===== config.mk =====
export PLATFORM = sky130hd
export DESIGN_NAME = uart_rx_frame_ctrl
export DESIGN_NICKNAME = d
export VERILOG_FILES = /design/src/rtl/uart_frame_pkg.sv /design/src/rtl/uart_rx_frame_ctrl_buf.sv /design/src/rtl/uart_rx_frame_ctrl.sv
export SDC_FILE = /design/constraint.sdc
export NUM_CORES = 1
export LEC_CHECK = 0
export CELL_PAD_IN_SITES_DETAIL_PLACEMENT = 1
export CELL_PAD_IN_SITES_GLOBAL_PLACEMENT = 1
export CORE_ASPECT_RATIO = 1.2
export CORE_UTILIZATION = 50
export CTS_BUF_LIST = sky130_fd_sc_hd__clkbuf_4
export DETAILED_ROUTE_END_ITERATION = 8
export GPL_TIMING_DRIVEN = 0
export HOLD_SLACK_MARGIN = 0.15
export PLACE_DENSITY_LB_ADDON = 0.1
export RECOVER_POWER = 25
export SLEW_MARGIN = 10
export SYNTH_ARGS = -nofsm -noshare
export SYNTH_HDL_FRONTEND = slang
export SYNTH_SLANG_ARGS = --single-unit
export TNS_END_PERCENT = 10

===== constraint.sdc =====
create_clock -name ip_Clock -period 3.2 [get_ports ip_Clock]
set_clock_uncertainty 0.15 [all_clocks]
set_input_delay 0.8 -clock ip_Clock [delete_from_list [all_inputs] [get_ports ip_Clock]]
set_output_delay 0.8 -clock ip_Clock [all_outputs]
set_load 0.05 [all_outputs]

===== src/rtl/uart_frame_pkg.sv =====
// Shared definitions for the UART frame controller.
//   - frame_state_e : FSM state codes (IDLE, LEN, DATA, CHK, HOLD)
//   - DEFAULT_SYNC_BYTE : default frame start marker
//   - CRC8_POLY : CRC-8 generator polynomial (x^8 + x^2 + x + 1)
//   - next_check() : folds one byte into the running check value
// Build option: define UART_FRAME_CRC8_EN to make the check byte a CRC-8
// (poly 0x07, init 0x00, no reflection, no final XOR) over LEN and payload;
// otherwise the check byte is the XOR of LEN and all payload bytes.
package uart_frame_pkg;

    typedef enum logic [2:0] {
        ST_IDLE = 3'd0,
        ST_LEN  = 3'd1,
        ST_DATA = 3'd2,
        ST_CHK  = 3'd3,
        ST_HOLD = 3'd4
    } frame_state_e;

    localparam logic [7:0] DEFAULT_SYNC_BYTE = 8'hA5;
    localparam logic [7:0] CRC8_POLY         = 8'h07;

    // Starting from acc = 8'h00 and folding LEN first gives the init value
    // for both builds (XOR: acc = LEN; CRC: acc = crc(LEN)).
    function automatic logic [7:0] next_check(input logic [7:0] acc,
                                              input logic [7:0] data);
`ifdef UART_FRAME_CRC8_EN
        logic [7:0] crc;
        crc = acc ^ data;
        for (int i = 0; i < 8; i++) begin
            crc = crc[7] ? ({crc[6:0], 1'b0} ^ CRC8_POLY) : {crc[6:0], 1'b0};
        end
        return crc;
`else
        return acc ^ data;
`endif
    endfunction

endpackage


===== src/rtl/uart_rx_frame_ctrl_buf.sv =====
// Payload buffer for the UART frame controller.
// MAX_LEN x 8 register array, one write port, one registered read port.
// Ports:
//   clk, rst_n        : clock, synchronous active-low reset (read register only)
//   wr_en/addr/data   : payload write port
//   rd_addr           : read index
//   rd_len            : length of the held frame; indices >= rd_len read 0
//   rd_en             : a frame is held; otherwise reads return 0
//   rd_data           : registered read data, one-cycle latency
module uart_frame_buf #(
    parameter int MAX_LEN = 16,
    parameter int LW      = $clog2(MAX_LEN + 1)
) (
    input  logic          clk,
    input  logic          rst_n,
    input  logic          wr_en,
    input  logic [LW-1:0] wr_addr,
    input  logic [7:0]    wr_data,
    input  logic [LW-1:0] rd_addr,
    input  logic [LW-1:0] rd_len,
    input  logic          rd_en,
    output logic [7:0]    rd_data
);
    localparam int AW = (MAX_LEN > 1) ? $clog2(MAX_LEN) : 1;

    logic [7:0] mem [MAX_LEN];

    // Contents are not reset; only the read register is.
    always_ff @(posedge clk) begin
        if (wr_en && (wr_addr < LW'(MAX_LEN))) begin
            mem[wr_addr[AW-1:0]] <= wr_data;
        end
    end

    // rd_len never exceeds MAX_LEN, so the range check also bounds the index.
    always_ff @(posedge clk) begin
        if (!rst_n) begin
            rd_data <= 8'h00;
        end else if (rd_en && (rd_addr < rd_len)) begin
            rd_data <= mem[rd_addr[AW-1:0]];
        end else begin
            rd_data <= 8'h00;
        end
    end

endmodule


===== src/rtl/uart_rx_frame_ctrl.sv =====
// UART receive frame controller. Groups bytes from the UART byte receiver into
// frames SYNC, LEN, LEN payload bytes, CHK; buffers and validates them, and
// holds one good frame for a local consumer.
// Build option: UART_FRAME_CRC8_EN selects a CRC-8 check byte instead of XOR.
// Ports:
//   ip_Clock, ip_Rst_n        : clock, synchronous active-low reset
//   ip_Rx_DV, ip_Rx_Byte      : one-cycle byte strobe and byte from the UART
//   ip_Rd_Addr, op_Rd_Data    : random-access payload read, one-cycle latency
//   ip_Frame_Ack              : consumer releases the held frame
//   op_Frame_Valid, op_Frame_Len : held frame present and its payload length
//   op_Busy                   : frame reception in progress (LEN, DATA, CHK)
//   op_Err_Len/Chk/Timeout/Drop : one-cycle error pulses
//
// Consumer handshake: op_Frame_Valid rises the cycle after a good check byte
// and stays high, with buffer and op_Frame_Len frozen, until the consumer
// asserts ip_Frame_Ack for one cycle; op_Frame_Valid then falls on the next
// cycle. A byte arriving in the ack cycle is treated as if the FSM were idle.
module uart_rx_frame_ctrl
    import uart_frame_pkg::*;
#(
    parameter int         MAX_LEN      = 16,
    parameter logic [7:0] SYNC_BYTE    = DEFAULT_SYNC_BYTE,
    parameter int         TIMEOUT_CLKS = 2080,
    localparam int        LW           = $clog2(MAX_LEN + 1)
) (
    input  logic          ip_Clock,
    input  logic          ip_Rst_n,
    input  logic          ip_Rx_DV,
    input  logic [7:0]    ip_Rx_Byte,
    input  logic [LW-1:0] ip_Rd_Addr,
    input  logic          ip_Frame_Ack,
    output logic          op_Frame_Valid,
    output logic [LW-1:0] op_Frame_Len,
    output logic [7:0]    op_Rd_Data,
    output logic          op_Busy,
    output logic          op_Err_Len,
    output logic          op_Err_Chk,
    output logic          op_Err_Timeout,
    output logic          op_Err_Drop
);
    localparam int            TW       = $clog2(TIMEOUT_CLKS + 1);
    localparam logic [TW-1:0] TMO_LAST = TW'(TIMEOUT_CLKS - 1);

    localparam logic [2:0] S_IDLE = 3'(ST_IDLE);
    localparam logic [2:0] S_LEN  = 3'(ST_LEN);
    localparam logic [2:0] S_DATA = 3'(ST_DATA);
    localparam logic [2:0] S_CHK  = 3'(ST_CHK);
    localparam logic [2:0] S_HOLD = 3'(ST_HOLD);

    logic [2:0]    state;
    logic [LW-1:0] len_q;
    logic [LW-1:0] count;
    logic [7:0]    acc;
    logic [TW-1:0] tmo;

    logic len_ok;
    logic tmo_hit;
    logic is_sync;
    logic buf_wr;

    assign op_Busy = (state == S_LEN) || (state == S_DATA) || (state == S_CHK);
    assign len_ok  = (ip_Rx_Byte != 8'h00) && (ip_Rx_Byte <= 8'(MAX_LEN));
    assign tmo_hit = (tmo == TMO_LAST);
    assign is_sync = ip_Rx_DV && (ip_Rx_Byte == SYNC_BYTE);
    assign buf_wr  = (state == S_DATA) && ip_Rx_DV;

    uart_frame_buf #(.MAX_LEN(MAX_LEN), .LW(LW)) u_buf (
        .clk     (ip_Clock),
        .rst_n   (ip_Rst_n),
        .wr_en   (buf_wr),
        .wr_addr (count),
        .wr_data (ip_Rx_Byte),
        .rd_addr (ip_Rd_Addr),
        .rd_len  (op_Frame_Len),
        .rd_en   (state == S_HOLD),
        .rd_data (op_Rd_Data)
    );

    always_ff @(posedge ip_Clock) begin
        if (!ip_Rst_n) begin
            state          <= S_IDLE;
            len_q          <= '0;
            count          <= '0;
            acc            <= 8'h00;
            tmo            <= '0;
            op_Frame_Valid <= 1'b0;
            op_Frame_Len   <= '0;
            op_Err_Len     <= 1'b0;
            op_Err_Chk     <= 1'b0;
            op_Err_Timeout <= 1'b0;
            op_Err_Drop    <= 1'b0;
        end else begin
            op_Err_Len     <= 1'b0;
            op_Err_Chk     <= 1'b0;
            op_Err_Timeout <= 1'b0;
            op_Err_Drop    <= 1'b0;

            case (state)
                S_IDLE: begin
                    if (is_sync) state <= S_LEN;
                end
                S_LEN: begin
                    if (ip_Rx_DV) begin
                        if (len_ok) begin
                            len_q <= ip_Rx_Byte[LW-1:0];
                            acc   <= next_check(8'h00, ip_Rx_Byte);
                            count <= '0;
                            state <= S_DATA;
                        end else begin
                            op_Err_Len <= 1'b1;
                            state      <= S_IDLE;
                        end
                    end else if (tmo_hit) begin
                        op_Err_Timeout <= 1'b1;
                        state          <= S_IDLE;
                    end
                end
                S_DATA: begin
                    if (ip_Rx_DV) begin
                        acc   <= next_check(acc, ip_Rx_Byte);
                        count <= count + 1'b1;
                        if (count == len_q - 1'b1) state <= S_CHK;
                    end else if (tmo_hit) begin
                        op_Err_Timeout <= 1'b1;
                        state          <= S_IDLE;
                    end
                end
                S_CHK: begin
                    if (ip_Rx_DV) begin
                        if (ip_Rx_Byte == acc) begin
                            op_Frame_Valid <= 1'b1;
                            op_Frame_Len   <= len_q;
                            state          <= S_HOLD;
                        end else begin
                            op_Err_Chk <= 1'b1;
                            state      <= S_IDLE;
                        end
                    end else if (tmo_hit) begin
                        op_Err_Timeout <= 1'b1;
                        state          <= S_IDLE;
                    end
                end
                S_HOLD: begin
                    if (ip_Frame_Ack) begin
                        // Release and apply IDLE rules to a same-cycle byte.
                        op_Frame_Valid <= 1'b0;
                        state          <= is_sync ? S_LEN : S_IDLE;
                    end else if (ip_Rx_DV) begin
                        op_Err_Drop <= 1'b1;
                    end
                end
                default: state <= S_IDLE;
            endcase

            // Inter-byte timer: runs only while receiving; any byte restarts it
            // and a byte in the expiry cycle takes priority over the timeout.
            if (op_Busy && !ip_Rx_DV && !tmo_hit) begin
                tmo <= tmo + 1'b1;
            end else begin
                tmo <= '0;
            end
        end
    end

endmodule


==> run summary <==
The hold path endpoint is tmo[0]$_SDFF_PN0_. The post-route setup TNS is 0 ns. Routability-driven placement finished with a final weighted congestion of a little under 0.8. The core region area is between 0.01 and 0.015 mm^2. The number of global-route vias before repair is 4933. In this run the tightest slew margin relative to its limit is between 30% and 40%. The detail-routed via count per cell came out at between 5 and 6. The number of stages on the worst hold path is 1.

The overall routed net length came out at approximately 17 mm. The initial standard-cell utilization of the core came out at a little over half. The overall die width came out at ~110 um. The tightest min-delay check is of the flip-flop to flip-flop type. The worst path required time is 3.49 ns. The leakage power figure is about 2.8 nW.

The flow ran to the end, and the final reports show no timing, DRC or antenna violations. TritonCTS created 17 clock buffers. The number of placed I/O pins came out at 36. The share of flip-flops with an asynchronous set or reset after synthesis is 0%. The wire-length estimate of the detail-placed layout is between 10 and 15 mm. The count of port buffers added during placement came out at 34. The first-pass GRT wire length is roughly 27 mm.

TritonCTS built the clock tree. The clock transition time at the flip-flop clock pins of the worst setup and hold paths is 0.13 ns. The number of synthesized register bits came out at between 150 and 200. The largest fanout of any net on the critical path came out at 17. STA classifies the critical path startpoint as an input port. The number of distinct library cells after synthesis is 50. In this run, synthesis inferred roughly 130 flip-flops with an integrated enable. Static timing analysis puts the maximum clock frequency at ~340 MHz. The number of nets in the finished design came out at about 640.

The startpoint of the most critical hold path is tmo[0]$_SDFF_PN0_. Setup repair after global routing left no endpoint under its margin. The most critical setup path has its startpoint at ip_Rx_Byte[2]. The remaining global-route overflow came out at 0. CTS built an H-tree with a depth of 4. The floorplan step set the die height to 137.0 um. The synthesized netlist occupies a cell area of roughly 0.0076 mm^2. The transition at the pin with the smallest max-transition slack came out at 0.9914 ns.

The maximum number of pins on one net before global-route repair is 23. The hold violation total from the final report is 0. During synthesis, Yosys emitted a total of 0 warnings.

The net count after synthesis came out at about 580. The number of antenna violations at the first check in global routing came out at 1. The later-pin clock latency in the skew report is 0.56 ns. The fraction of the yosys area taken by sequential cells came out at between 60% and 70%. Setup violations remaining at the end of the flow were counted as 0. The post-route netlist has 12.50% of its cells at a drive strength greater than 1. The floorplan step defined a die boundary enclosing about 0.016 mm^2. The period utilization came out at between 90% and 100%. The cell area after layout came out at 0.008503 mm^2. For this run, design rule violations remaining after detail routing come to 0. At the worst endpoint, the arrival time is 3.23 ns. The final critical path time including I/O delays and setup is 2.942 ns. The post-CTS setup-driven buffer insertion count is 0. The maximum number of buffers from clock root to sink came out at 2. The post-layout utilization of the core came out at between 50% and 60%. The most used flip-flop cell after synthesis is edfxtp_1.

The initialized floorplan defines 48 standard-cell rows. Summing over every cut layer, the via total after detailed routing is 4666. The total power divided by cell area is about 460 mW/mm^2. Buffers inserted to repair hold after CTS numbered 0. The type of the worst setup path is input port to flip-flop. The first-pass iteration count of the detailed router came out at 5. For the worst flop-to-flop path, the logic depth is 6. The number of cells produced by synthesis is 555. The setup slack on the worst flop-to-flop path came out at 0.56 ns.

The count of max-cap constraint violations came out at 0. The worst register-to-register path begins at state[2]$_SDFFE_PN0P_. The max-slew violation total from the final report came to 0. The area growth from synthesis to layout is 12.02%.

In this run the critical register-to-register path is captured at u_buf.mem[15][5]$_DFFE_PP_. The mean instance size in the synthesized netlist came out at about 14 um^2. IR analysis of the VDD net gives a maximum drop of between 300 and 400 uV.

The total track usage is 23.64%. The final antenna-violating net count is 0. The wire length per cell after detailed routing is roughly 21 um.

The clock sink count is about 180. The worst setup path is captured at a flip-flop. The detailed router's first-iteration violation count is about 290.

The root buffer cell chosen for the clock tree is clkbuf_4. In this run the cell area measured after placement is roughly 0.0082 mm^2.
synth_stat cells, types with 2 or more instances:
master,count,share of area [%]
mux4_1,9,3.1
ha_1,10,1.6
buf_6,2,0.30
xor2_1,11,1.3
or2_2,3,0.25
mux2_2,5,0.74
nand2b_1,3,0.25
nand2_1,44,2.2
a311oi_1,4,0.46
inv_1,14,0.69
a22oi_1,8,0.79
a31oi_1,8,0.66
a21oi_1,21,1.4
o21ai_1,7,0.46
nor3_1,5,0.33
nand3_1,16,1.1
o21ai_0,7,0.46
edfxtp_1,128,51
buf_12,3,0.79
a21o_1,2,0.20
buf_2,13,0.86
o21bai_1,5,0.49
nor2b_1,11,0.91
dfxtp_1,51,13
o211ai_1,5,0.49
xnor2_1,19,2.2
nand4_1,6,0.49
mux2i_1,30,4.0
a211oi_1,4,0.40
clkbuf_1,8,0.40
buf_4,3,0.30
and3_1,9,0.74
nor4_1,5,0.41
a221oi_1,5,0.58
and2_1,10,0.82
nor2_1,41,2.0
mux4_2,7,2.1
layer usage:
metal / routed length (um) / global-route usage [%]
met2: 9061 / 42.76
met1: 6854 / 26.86
met5: 0 / 0
met3: 827 / 5.226
met4: 514 / 10.03
how the worst max path moves through the flow:
stage	endpoint	slack, ns	depth (start not counted)
4_1_cts	op_Busy	0.06	3
3_5_place_dp	op_Frame_Len[4]$_SDFFE_PN0P_	-0.30	7
3_3_place_gp	u_buf.mem[14][6]$_DFFE_PP_	-0.54	4
2_1_floorplan	u_buf.mem[12][0]$_DFFE_PP_	0.44	4
5_1_grt	op_Frame_Len[0]$_SDFFE_PN0P_	0.14	7
6_report	op_Frame_Len[2]$_SDFFE_PN0P_	0.26	7
cell families after synthesis:
family,synth area share [%]
mux,9.890
buf+inv,3.445
compound gates,6.593
fa+ha+maj,1.648
xor+xnor,3.461
flops,64.08
simple gates,10.88
cells in the final DEF, fill, tap and decap left out, types with 13 or more instances in the layout:
master,n
a21oi_1,21
buf_2,13
clkbuf_4,19
clkdlybuf4s50_1,28
dfxtp_1,51
edfxtp_1,128
inv_1,14
mux2i_1,30
nand2_1,44
nand3_1,16
nor2_1,41
xnor2_1,19
power by group:
part           internal (mW)  switching, mW  total (mW)
Clock                  0.480          0.757        1.24
Sequential              2.48      0.0000666        2.48
Combinational         0.0826          0.130       0.213
worst max-delay path, stage by stage:
cell	delay, ns
dlygate4sd3_1	0.97
buf_2	0.33
xnor2_1	0.14
nand4_1	0.21
nor3_4	0.46
mux2i_1	0.24
nor2_1	0.06
metrics by stage:
stage               hold WS [ns]  cells  worst slack (ns)  total power [mW]
global route              0.3323    825            0.1421             4.039
global placement          0.2724    789           -0.5363             2.737
CTS                       0.3003    824           0.06383             3.962
detailed placement        0.2810    792           -0.2989             2.743
finish                    0.2974    825            0.2584             3.927
floorplan                 0.2629    555            0.4396             2.648
timing repair:
item,CTS,global route
hold endpoints to repair,0,0
endpoints found under the setup margin,0,1
gates resized for setup,0,1
state kept, by name, summed over array words and instances, names as in the netlist, 3 cells and up:
name and flops:
len_q 5, state 3, count 5, u_buf.rd_data 8, acc 8, u_buf.mem 128
tmo 12, op_Frame_Len 5
layout make-up:
type	instances	area [um^2]
clock buffer	19	142.6
timing repair buffer	37	365.4
fill	1484	6091
antenna	1	2.502
tap	200	250.2
clock inverter	13	132.6
buffer	30	205.2
inverter	15	56.30
sequential	179	4865
multi-input combinational	331	2484
(Power assumes the default switching activity.)
